==> src/rtl/reg_bank_reader.sv <==
// ---------------------------------------------------------------------------
// reg_bank_reader
//   Read-side sequencer for a register bank with a synchronous read port.
//   Takes a burst request (base index, count), issues one read strobe per
//   register with the index wrapping modulo DEPTH, and streams the returned
//   values out through a 2-entry ready/valid buffer. The debug/trace path
//   uses it to dump architectural state without touching the write side.
//
//   Optional feature, macro REG_READER_TAG_EN:
//     when defined, each buffered word also carries its source index and
//     the out_index port exists. With the macro undefined the port and
//     the index storage are absent, and behaviour is otherwise identical.
//
// Parameters
//   WIDTH   data width of each register
//   DEPTH   number of registers in the bank (power of two)
//   IDX_W   index width, log2(DEPTH)
//
// Ports
//   clock      sole clock, all state on posedge
//   reset_n    synchronous active-low reset
//   req_valid  burst request present
//   req_ready  reader idle and able to accept a request
//   req_base   first register index
//   req_count  registers to read, 0..DEPTH (0 is consumed as a no-op)
//   rd_en      read strobe to the bank
//   rd_addr    read index, forced to 0 when rd_en=0
//   rd_data    bank read data, valid the cycle after rd_en
//   out_valid  output word present
//   out_ready  consumer accepts the word
//   out_data   register value at the head of the buffer
//   out_last   head word is the final word of the burst
//   busy       burst in progress (!req_ready)
//   out_index  source index of out_data (REG_READER_TAG_EN only)
// ---------------------------------------------------------------------------
module reg_bank_reader #(
  parameter int WIDTH = 32,
  parameter int DEPTH = 32,
  parameter int IDX_W = $clog2(DEPTH)
) (
  input  logic             clock,
  input  logic             reset_n,
  input  logic             req_valid,
  output logic             req_ready,
  input  logic [IDX_W-1:0] req_base,
  input  logic [IDX_W:0]   req_count,
  output logic             rd_en,
  output logic [IDX_W-1:0] rd_addr,
  input  logic [WIDTH-1:0] rd_data,
  output logic             out_valid,
  input  logic             out_ready,
  output logic [WIDTH-1:0] out_data,
  output logic             out_last,
  output logic             busy
`ifdef REG_READER_TAG_EN
  ,
  output logic [IDX_W-1:0] out_index
`endif
);

  typedef enum logic [1:0] {
    S_IDLE  = 2'd0,
    S_ISSUE = 2'd1,
    S_DRAIN = 2'd2
  } state_t;

  // One buffer slot: read data plus, optionally, the index it came from.
  typedef struct packed {
    logic [WIDTH-1:0] data;
`ifdef REG_READER_TAG_EN
    logic [IDX_W-1:0] idx;
`endif
  } ent_t;

  localparam logic [IDX_W:0] CNT_ONE  = (IDX_W+1)'(1);
  localparam logic [IDX_W:0] CNT_ZERO = '0;

  state_t           state_q, state_d;
  logic [IDX_W-1:0] addr_q;     // next index to read
  logic [IDX_W:0]   iss_cnt_q;  // reads still to issue
  logic [IDX_W:0]   out_cnt_q;  // words still to pop; 1 => head is last
  logic             infl_q;     // a read was issued last cycle
`ifdef REG_READER_TAG_EN
  logic [IDX_W-1:0] infl_idx_q; // index of the in-flight read
`endif

  ent_t             buf_q [2];
  logic             wptr_q, rptr_q;
  logic [1:0]       occ_q;

  logic accept, pop, push, credit_ok;

  // -------------------------------------------------------------------------
  // Handshakes and credit
  // -------------------------------------------------------------------------
  assign out_valid = (occ_q != 2'd0);
  assign pop       = out_valid && out_ready;
  assign push      = infl_q;
  assign accept    = req_valid && req_ready;

  // Buffered plus in-flight words never exceed the two buffer slots. A pop
  // in the same cycle frees a slot, so issue may proceed even when full;
  // that keeps the stream at one word per cycle with out_ready held high.
  assign credit_ok = ((occ_q + {1'b0, infl_q}) < 2'd2);

  // -------------------------------------------------------------------------
  // FSM: state register
  // -------------------------------------------------------------------------
  always_ff @(posedge clock) begin
    if (!reset_n) state_q <= S_IDLE;
    else          state_q <= state_d;
  end

  // -------------------------------------------------------------------------
  // FSM: next state
  // -------------------------------------------------------------------------
  always_comb begin
    state_d = state_q;
    case (state_q)
      S_IDLE:  if (accept && (req_count != CNT_ZERO)) state_d = S_ISSUE;
      S_ISSUE: if (rd_en && (iss_cnt_q == CNT_ONE))   state_d = S_DRAIN;
      S_DRAIN: if (pop && out_last)                   state_d = S_IDLE;
      default: state_d = S_IDLE;
    endcase
  end

  // -------------------------------------------------------------------------
  // FSM: outputs
  // -------------------------------------------------------------------------
  always_comb begin
    req_ready = (state_q == S_IDLE);
    busy      = !req_ready;
    rd_en     = (state_q == S_ISSUE) && (credit_ok || pop);
    rd_addr   = rd_en ? addr_q : '0;
  end

  // -------------------------------------------------------------------------
  // Address / counters / in-flight tracking
  // -------------------------------------------------------------------------
  always_ff @(posedge clock) begin
    if (!reset_n) begin
      addr_q     <= '0;
      iss_cnt_q  <= '0;
      out_cnt_q  <= '0;
      infl_q     <= 1'b0;
`ifdef REG_READER_TAG_EN
      infl_idx_q <= '0;
`endif
    end else begin
      // accept only happens in IDLE and rd_en only in ISSUE, so the two
      // updates never collide. A zero-count request latches harmless zeros.
      if (accept) begin
        addr_q    <= req_base;
        iss_cnt_q <= req_count;
      end else if (rd_en) begin
        addr_q    <= addr_q + 1'b1;   // wraps modulo DEPTH (power of two)
        iss_cnt_q <= iss_cnt_q - 1'b1;
      end

      // The buffer is always empty in IDLE, so pop and accept are exclusive.
      if (accept)   out_cnt_q <= req_count;
      else if (pop) out_cnt_q <= out_cnt_q - 1'b1;

      // Cleared by reset, so data returning just after a reset is dropped.
      infl_q <= rd_en;
`ifdef REG_READER_TAG_EN
      if (rd_en) infl_idx_q <= addr_q;
`endif
    end
  end

  // -------------------------------------------------------------------------
  // 2-entry output buffer
  // -------------------------------------------------------------------------
  always_ff @(posedge clock) begin
    if (!reset_n) begin
      for (int i = 0; i < 2; i++) buf_q[i] <= '0;
      wptr_q <= 1'b0;
      rptr_q <= 1'b0;
      occ_q  <= 2'd0;
    end else begin
      if (push) begin
        buf_q[wptr_q].data <= rd_data;
`ifdef REG_READER_TAG_EN
        buf_q[wptr_q].idx  <= infl_idx_q;
`endif
        wptr_q <= ~wptr_q;
      end
      if (pop) rptr_q <= ~rptr_q;
      case ({push, pop})
        2'b10:   occ_q <= occ_q + 2'd1;
        2'b01:   occ_q <= occ_q - 2'd1;
        default: occ_q <= occ_q;
      endcase
    end
  end

  // Head fields come straight from storage, so they stay put under
  // back-pressure: the read pointer only moves on a pop.
  assign out_data = buf_q[rptr_q].data;
  assign out_last = out_valid && (out_cnt_q == CNT_ONE);
`ifdef REG_READER_TAG_EN
  assign out_index = buf_q[rptr_q].idx;
`endif

endmodule

==> config.mk <==
export PLATFORM = sky130hd
export DESIGN_NAME = reg_bank_reader
export DESIGN_NICKNAME = d
export VERILOG_FILES = /design/src/rtl/reg_bank_reader.sv
export SDC_FILE = /design/constraint.sdc
export NUM_CORES = 1
export LEC_CHECK = 0
export ABC_AREA = 1
export CELL_PAD_IN_SITES_DETAIL_PLACEMENT = 1
export CELL_PAD_IN_SITES_GLOBAL_PLACEMENT = 1
export CORE_MARGIN = 2
export CORE_UTILIZATION = 35
export CTS_CLUSTER_SIZE = 24
export DETAILED_ROUTE_END_ITERATION = 8
export PLACE_DENSITY = 0.87
export SYNTH_ARGS = -nofsm -noshare
export SYNTH_HDL_FRONTEND = slang
export SYNTH_SLANG_ARGS = --single-unit
==> constraint.sdc <==
create_clock -name clock -period 2 [get_ports clock]
set_input_delay 0.4 -clock clock [delete_from_list [all_inputs] [get_ports clock]]
set_output_delay 0.4 -clock clock [all_outputs]
set_load 0.01 [all_outputs]
==> results of run 1 <==
-- worst paths after layout --
| kind | end | slack (ps) |
|---|---|---|
| worst min register to register | flip-flop | 450 |
| worst min-delay path | flip-flop | 450 |
| worst max register to register | occ_q[1] | 520 |
| worst max-delay path | out_data[18] | 40 |
-- through the flow --
step	util, %	hold slack (ps)	std cells	setup WS, ps	total power, uW
floorplan	-	426	432	38.0	2890
global placement	45.9	435	661	-218	3370
detailed placement	45.9	449	661	-258	3420
CTS	48.0	456	677	14.5	4930
global route	48.2	476	678	-3.42	5180
finish	48.2	453	678	42.5	4910
-- repair_timing --
action / 4_1_cts / 5_1_grt
gates resized for setup: 44 / 4
endpoints found under the setup margin: 39 / 7
gates cloned: 1 / 1
-- sequential cells by signal, indices dropped and copies added, names as in the netlist, named ones only --
register,flops
buf_q,64
iss_cnt_q,6
out_cnt_q,6
addr_q,5
occ_q,2
state_q,2
infl_q,1
rptr_q,1
wptr_q,1
-- power by group --
group	leakage (uW)	switching, uW	internal (uW)
Combinational	0.00150	593	557
Sequential	0.000870	104	2120
Clock	0.000124	704	833
Total	0.00249	1400	3510
-- cell families (layout without fill, tap and decap cells) --
kind of cell | count (synthesis) | in the layout | synth area share [%]
AOI/OAI and AO/OA | 28 | 28 | 3.52
adders and majority gates | 6 | 6 | 1.79
muxes | 32 | 32 | 8.60
buffers and inverters | 80 | 183 | 7.85
DFF | 89 | 89 | 57.8
xor gates and xnor gates | 5 | 5 | 1.04
and+or+nand+nor | 192 | 192 | 19.4
-- area by class of cell --
type / instances / area [sq um] / share of cell area (%)
clock buffer: 10 / 229 / 4.11
clock inverter: 5 / 33.8 / 0.606
inverter: 65 / 246 / 4.42
multi-input combinational: 263 / 1440 / 25.9
sequential: 89 / 2430 / 43.5
tap: 143 / 179 / 3.21
timing repair buffer: 103 / 1020 / 18.3
-- metal layers --
| layer | global-route usage [%] | part of all wire [%] | vias up |
|---|---|---|---|
| li1 | - | - | 1596 |
| met4 | 6.26 | 1.3 | 0 |
| met5 | 0 | 0 | - |
| met3 | 4.04 | 3.8 | 14 |
| met2 | 32.5 | 51 | 74 |
| met1 | 21.0 | 43 | 1590 |
-- layout by cell type (no fill, tap or decap), types with 2 or more instances in the layout --
| cell | instances |
|---|---|
| a21oi_1 | 11 |
| a31oi_1 | 2 |
| buf_12 | 3 |
| buf_4 | 10 |
| clkbuf_16 | 10 |
| clkdlybuf4s15_1 | 2 |
| clkdlybuf4s50_1 | 49 |
| clkinv_2 | 2 |
| clkinvlp_4 | 2 |
| dfxtp_1 | 23 |
| dlygate4sd2_1 | 36 |
| edfxtp_1 | 64 |
| ha_1 | 6 |
| inv_1 | 62 |
| mux2_1 | 2 |
| mux2_2 | 30 |
| nand2_1 | 54 |
| nand2_2 | 2 |
| nand2_4 | 2 |
| nand3_1 | 24 |
| nand4_1 | 4 |
| nor2_1 | 96 |
| nor2_2 | 4 |
| nor3_1 | 2 |
| o21ai_0 | 13 |
| xnor2_1 | 2 |
| xor2_1 | 3 |
==> results.json, run 1 <==
{
  "post-dp-hpwl_um": 7490,
  "yosysTopAreaCellShare_pct": 45.9,
  "synth_cell_types": 32,
  "period_share_pct": 97.9,
  "drtAntennaViolNets": 0,
  "whs_path_depth": 1,
  "crit_arrival_ps": 1560,
  "die_h_um": 113,
  "synthTopCellsByCount": "nor2_1 (96), edfxtp_1 (64), inv_1 (63), nand2_1 (55), mux2_2 (30)",
  "wl_per_cell_um": 16.3,
  "holdCritPathClass": "flip-flop to flip-flop",
  "power_density_nw_per_um2": 880,
  "cp_cell_sequence": "clkbuf_16 > mux2_2 > dlygate4sd2_1",
  "antenna_found_initial": 0,
  "place_area_sq_um": 5310,
  "clock_path_buffers": 2,
  "grt_pass1_wl_um": 17900,
  "routed_wirelength_um": 11000,
  "die_area_sq_um": 12900,
  "cp.required_ps": 1600,
  "cp_num_cells": 3,
  "start_kind": "flip-flop",
  "initial_utilization_pct": 36.2,
  "drtIter0Drc": 102,
  "slowest_stage": "dfxtp_4",
  "finalNetCount": 584,
  "yosysMostFrequentCell": "nor2_1",
  "drt-pass1-iter-count": 4,
  "crit_buf_inv": 2,
  "slew_headroom_pct": 74.6,
  "grt_usage_pct": 18.0,
  "crit_fanout": 8,
  "postCtsHoldBufs": 0,
  "cts_setup_buffers": 0,
  "n_antenna_cell": 0,
  "place_congestion": 0.812,
  "grt_pass1_vias": 3628,
  "avgViaCountPerCell": 4.83,
  "io_buffers": 88,
  "clock_skew_ps": 5.78,
  "reg2reg_depth": 7,
  "fill_cells": 1336,
  "timing.final.setup_violations": 0,
  "clk_pin_slew_ps": 60,
  "fin_crit_ps": 1960,
  "hold_viol": 0,
  "area_growth_syn_to_layout_pct": 33.0,
  "die_w_um": 113,
  "async_reset_ff_share_pct": 0,
  "io_pins": 89,
  "cp-end-kind": "output port",
  "coreArea_sq_um": 11600,
  "fin_setup_tns_ps": 0,
  "clock_latency_ps": 340,
  "cts-buffers-inserted": 9,
  "worstSetupPathType": "flip-flop to output port",
  "yosysTopAreaCell": "edfxtp_1",
  "synth_edf_count": 64,
  "power_leakage_uw": 0.00249,
  "tightest_slew_ps": 381,
  "syn_area_per_cell_sq_um": 9.70,
  "netlist_area_sq_um": 4190,
  "design_area_sq_um": 5580,
  "ys_top_cells_by_area": "edfxtp_1 (46%), dfxtp_1 (12%), nor2_1 (8.6%)",
  "syn_nets": 485,
  "ys.warnings.count": 0,
  "max_cap_violations": 0,
  "grt-ovfl-total": 0,
  "vias": 3274,
  "ys.flop_type": "edfxtp_1",
  "outcome": "finished, final reports clean",
  "seq_area_frac_synth_pct": 57.8,
  "rows": 39,
  "rr_startpoint": "occ_q[0]",
  "clock-root-buffer": "clkbuf_16",
  "holdCritStartpoint": "rptr_q",
  "slew_violations": 0,
  "htreeDepth": 3,
  "tritoncts_num_sinks": 89,
  "synthCells": 432,
  "critical-path-max-stage-delay_ps": 410,
  "drc_errors": 0,
  "ys_ff_latch": 89,
  "tritoncts": "built",
  "clock.fmax_ghz": 0.511,
  "critPathTopFamily": "buffers and inverters",
  "drive_gt1_share_pct": 14.2,
  "grt_max_degree": 34,
  "peakVddDrop_mv": 0.358
}
No activity file was read; power rests on OpenSTA's default activity.
==> run 2: changes to the inputs <==
Settings changed: ABC_AREA 1 to default, CORE_UTILIZATION 35 to 36, PLACE_DENSITY 0.87 to 0.86.
==> run 2 against run 1 <==
- wire length down 6.4%
- synthesized area decreased by 1.8%
- register-to-register slack got worse by 350 ps
- combinational power grew 10%
- count of clock-buffer cells in the layout down 1
- power rose by 7.6%
- clock power is 14% higher
- synthesized cell count down 23%
- utilization is 3.0 points higher
==> results.json, run 2 <==
{
  "reg.largest.list": "buf_q: 64 flops, iss_cnt_q: 6 flops, out_cnt_q: 6 flops",
  "grt_max_degree": 33,
  "tritoncts_num_sinks": 89,
  "clock_latency_ps": 340,
  "worstSetupPathType": "flip-flop to output port",
  "largest_register_ffs": 64,
  "grt_usage_pct": 17.3,
  "yosysTopAreaCellShare_pct": 46.7,
  "crit_arrival_ps": 1580,
  "grt.busiest_layer": "met2",
  "r2r_slack_ps": 170,
  "yosysMostFrequentCell": "and2_1",
  "slew_violations": 0,
  "place_congestion": 0.808,
  "initial_utilization_pct": 36.5,
  "htreeDepth": 3,
  "async_reset_ff_share_pct": 0,
  "io_buffers": 88,
  "grt_setup_unrepaired": "yes",
  "avgViaCountPerCell": 5.06,
  "clock_skew_ps": 8.66,
  "die_h_um": 111,
  "cp-endpoint": "rd_addr[1]",
  "netlist_area_sq_um": 4120,
  "grt_use_met2_pct": 31.2,
  "yosysTopAreaCell": "edfxtp_1",
  "synth_cell_types": 51,
  "rows": 39,
  "ys.warnings.count": 0,
  "period_share_pct": 98.9,
  "syn_nets": 386,
  "syn_area_per_cell_sq_um": 12.4,
  "timing.final.setup_violations": 0,
  "area_growth_syn_to_layout_pct": 40.3,
  "post-dp-hpwl_um": 7090,
  "drtAntennaViolNets": 0,
  "holdCritPathClass": "flip-flop to flip-flop",
  "top_register": "buf_q",
  "finalNetCount": 502,
  "rr_startpoint": "occ_q[0]",
  "tightest_slew_ps": 461,
  "use_met3_pct": 2.90,
  "antenna_found_initial": 0,
  "routed_wirelength_um": 10300,
  "cp-end-kind": "output port",
  "drc_errors": 0,
  "r2r-end": "iss_cnt_q[2]",
  "drtIter0Drc": 57,
  "cp.required_ps": 1600,
  "instances_no_fill": 597,
  "grt-ovfl-total": 0,
  "tritoncts": "built",
  "die_w_um": 111,
  "start_kind": "flip-flop",
  "drive_gt1_share_pct": 22.0,
  "crit_fanout": 5,
  "mostFrequentLayoutCells": "and2_1 (71), edfxtp_1 (64), clkdlybuf4s50_1 (47)",
  "grtUsageMet1_pct": 20.1,
  "slew_headroom_pct": 69.2,
  "reg2reg_depth": 8,
  "hold_viol": 0,
  "drt-pass1-iter-count": 4,
  "die_area_sq_um": 12300,
  "utilization_pct": 51.2,
  "outcome": "finished, final reports clean",
  "max_cap_violations": 0,
  "peakVddDrop_mv": 0.363,
  "grt_pass1_vias": 3323,
  "cts-buffers-inserted": 9,
  "ys_ff_latch": 89,
  "power_leakage_uw": 0.00228,
  "ys_top_cells_by_area": "edfxtp_1 (47%), dfxtp_1 (12%), and2_1 (11%)",
  "synth_edf_count": 64,
  "clock_path_buffers": 2,
  "coreArea_sq_um": 11300,
  "critPathLaunch": "occ_q[0]",
  "synthCells": 333,
  "io_pins": 89,
  "grt_pass1_wl_um": 17000,
  "ys.flop_type": "edfxtp_1",
  "synthTopCellsByCount": "and2_1 (71), edfxtp_1 (64), mux2_2 (26), dfxtp_1 (25), nor2_1 (14)",
  "layout_commonest_cell": "and2_1",
  "clock-root-buffer": "clkbuf_16",
  "fin_crit_ps": 1980,
  "postCtsHoldBufs": 0,
  "seq_area_frac_synth_pct": 58.9,
  "placed_cells": 575,
  "clock.fmax_ghz": 0.505,
  "vias": 3022,
  "n_antenna_cell": 0,
  "wl_per_cell_um": 17.3,
  "power_density_nw_per_um2": 915,
  "clk_pin_slew_ps": 70
}
run 2: layout make-up:
cell class,instances,area (sq um)
clock buffer,9,225
clock inverter,7,90.1
fill,1195,5500
inverter,10,41.3
multi-input combinational,217,1630
sequential,89,2430
tap,143,179
timing repair buffer,121,1170
timing repair inverter,1,7.51
run 2: timing repair:
item	4_1_cts	5_1_grt
pin swaps	1	0
resized for setup	59	5
setup endpoints to repair	40	8
buffers inserted	3	0
cloned	2	1
run 2: cell families (layout without fill, tap and decap cells):
group	Yosys count	count (layout)	synth area share, %
xor gates and xnor gates	11	11	2.34
muxes	32	32	8.76
adders and majority gates	6	6	1.82
DFF	89	89	58.9
and+or+nand+nor	124	124	18.0
AOI/OAI and AO/OA	44	44	7.51
buffers and inverters	27	148	2.68
run 2: worst max-delay path, stage by stage, from the launching register on:
cell           delay [ps]
dfxtp_2               340
and2_4                180
o211ai_4              200
inv_4                  80
and2_1                160
dlygate4sd2_1         280
run 2: worst min-delay path by stage:
stage | start | endpoint | depth (start not counted)
5_1_grt | addr_q[4] | addr_q[4] | 2
3_5_place_dp | rptr_q | flip-flop | 2
4_1_cts | rptr_q | flip-flop | 2
2_1_floorplan | rptr_q | flip-flop | 2
3_3_place_gp | rptr_q | rptr_q | 2
6_report | rptr_q | flip-flop | 2
run 2: metrics by stage:
| step | TNS (ps) | hold WS [ps] | setup slack [ps] | power (uW) | instance area (sq um) |
|---|---|---|---|---|---|
| floorplan | 0 | 481 | 121 | 2900 | 4120 |
| global placement | -2500 | 497 | -414 | 3510 | 5390 |
| detailed placement | -2830 | 509 | -453 | 3570 | 5390 |
| CTS | 0 | 528 | 1.58 | 5300 | 5750 |
| global route | -73.3 | 578 | -35.3 | 5520 | 5770 |
| finish | 0 | 515 | 21.5 | 5280 | 5770 |
run 2: per-layer routing:
metal	vias to the layer above	share of wire [%]
li1	1434	-
met1	1472	40
met2	94	53
met3	22	4.7
met4	0	2.4
met5	-	0
run 2: power breakdown:
| group | internal (uW) | switching (uW) |
|---|---|---|
| logic | 692 | 577 |
| registers | 2140 | 120 |
| clock network | 994 | 760 |
| total | 3820 | 1460 |
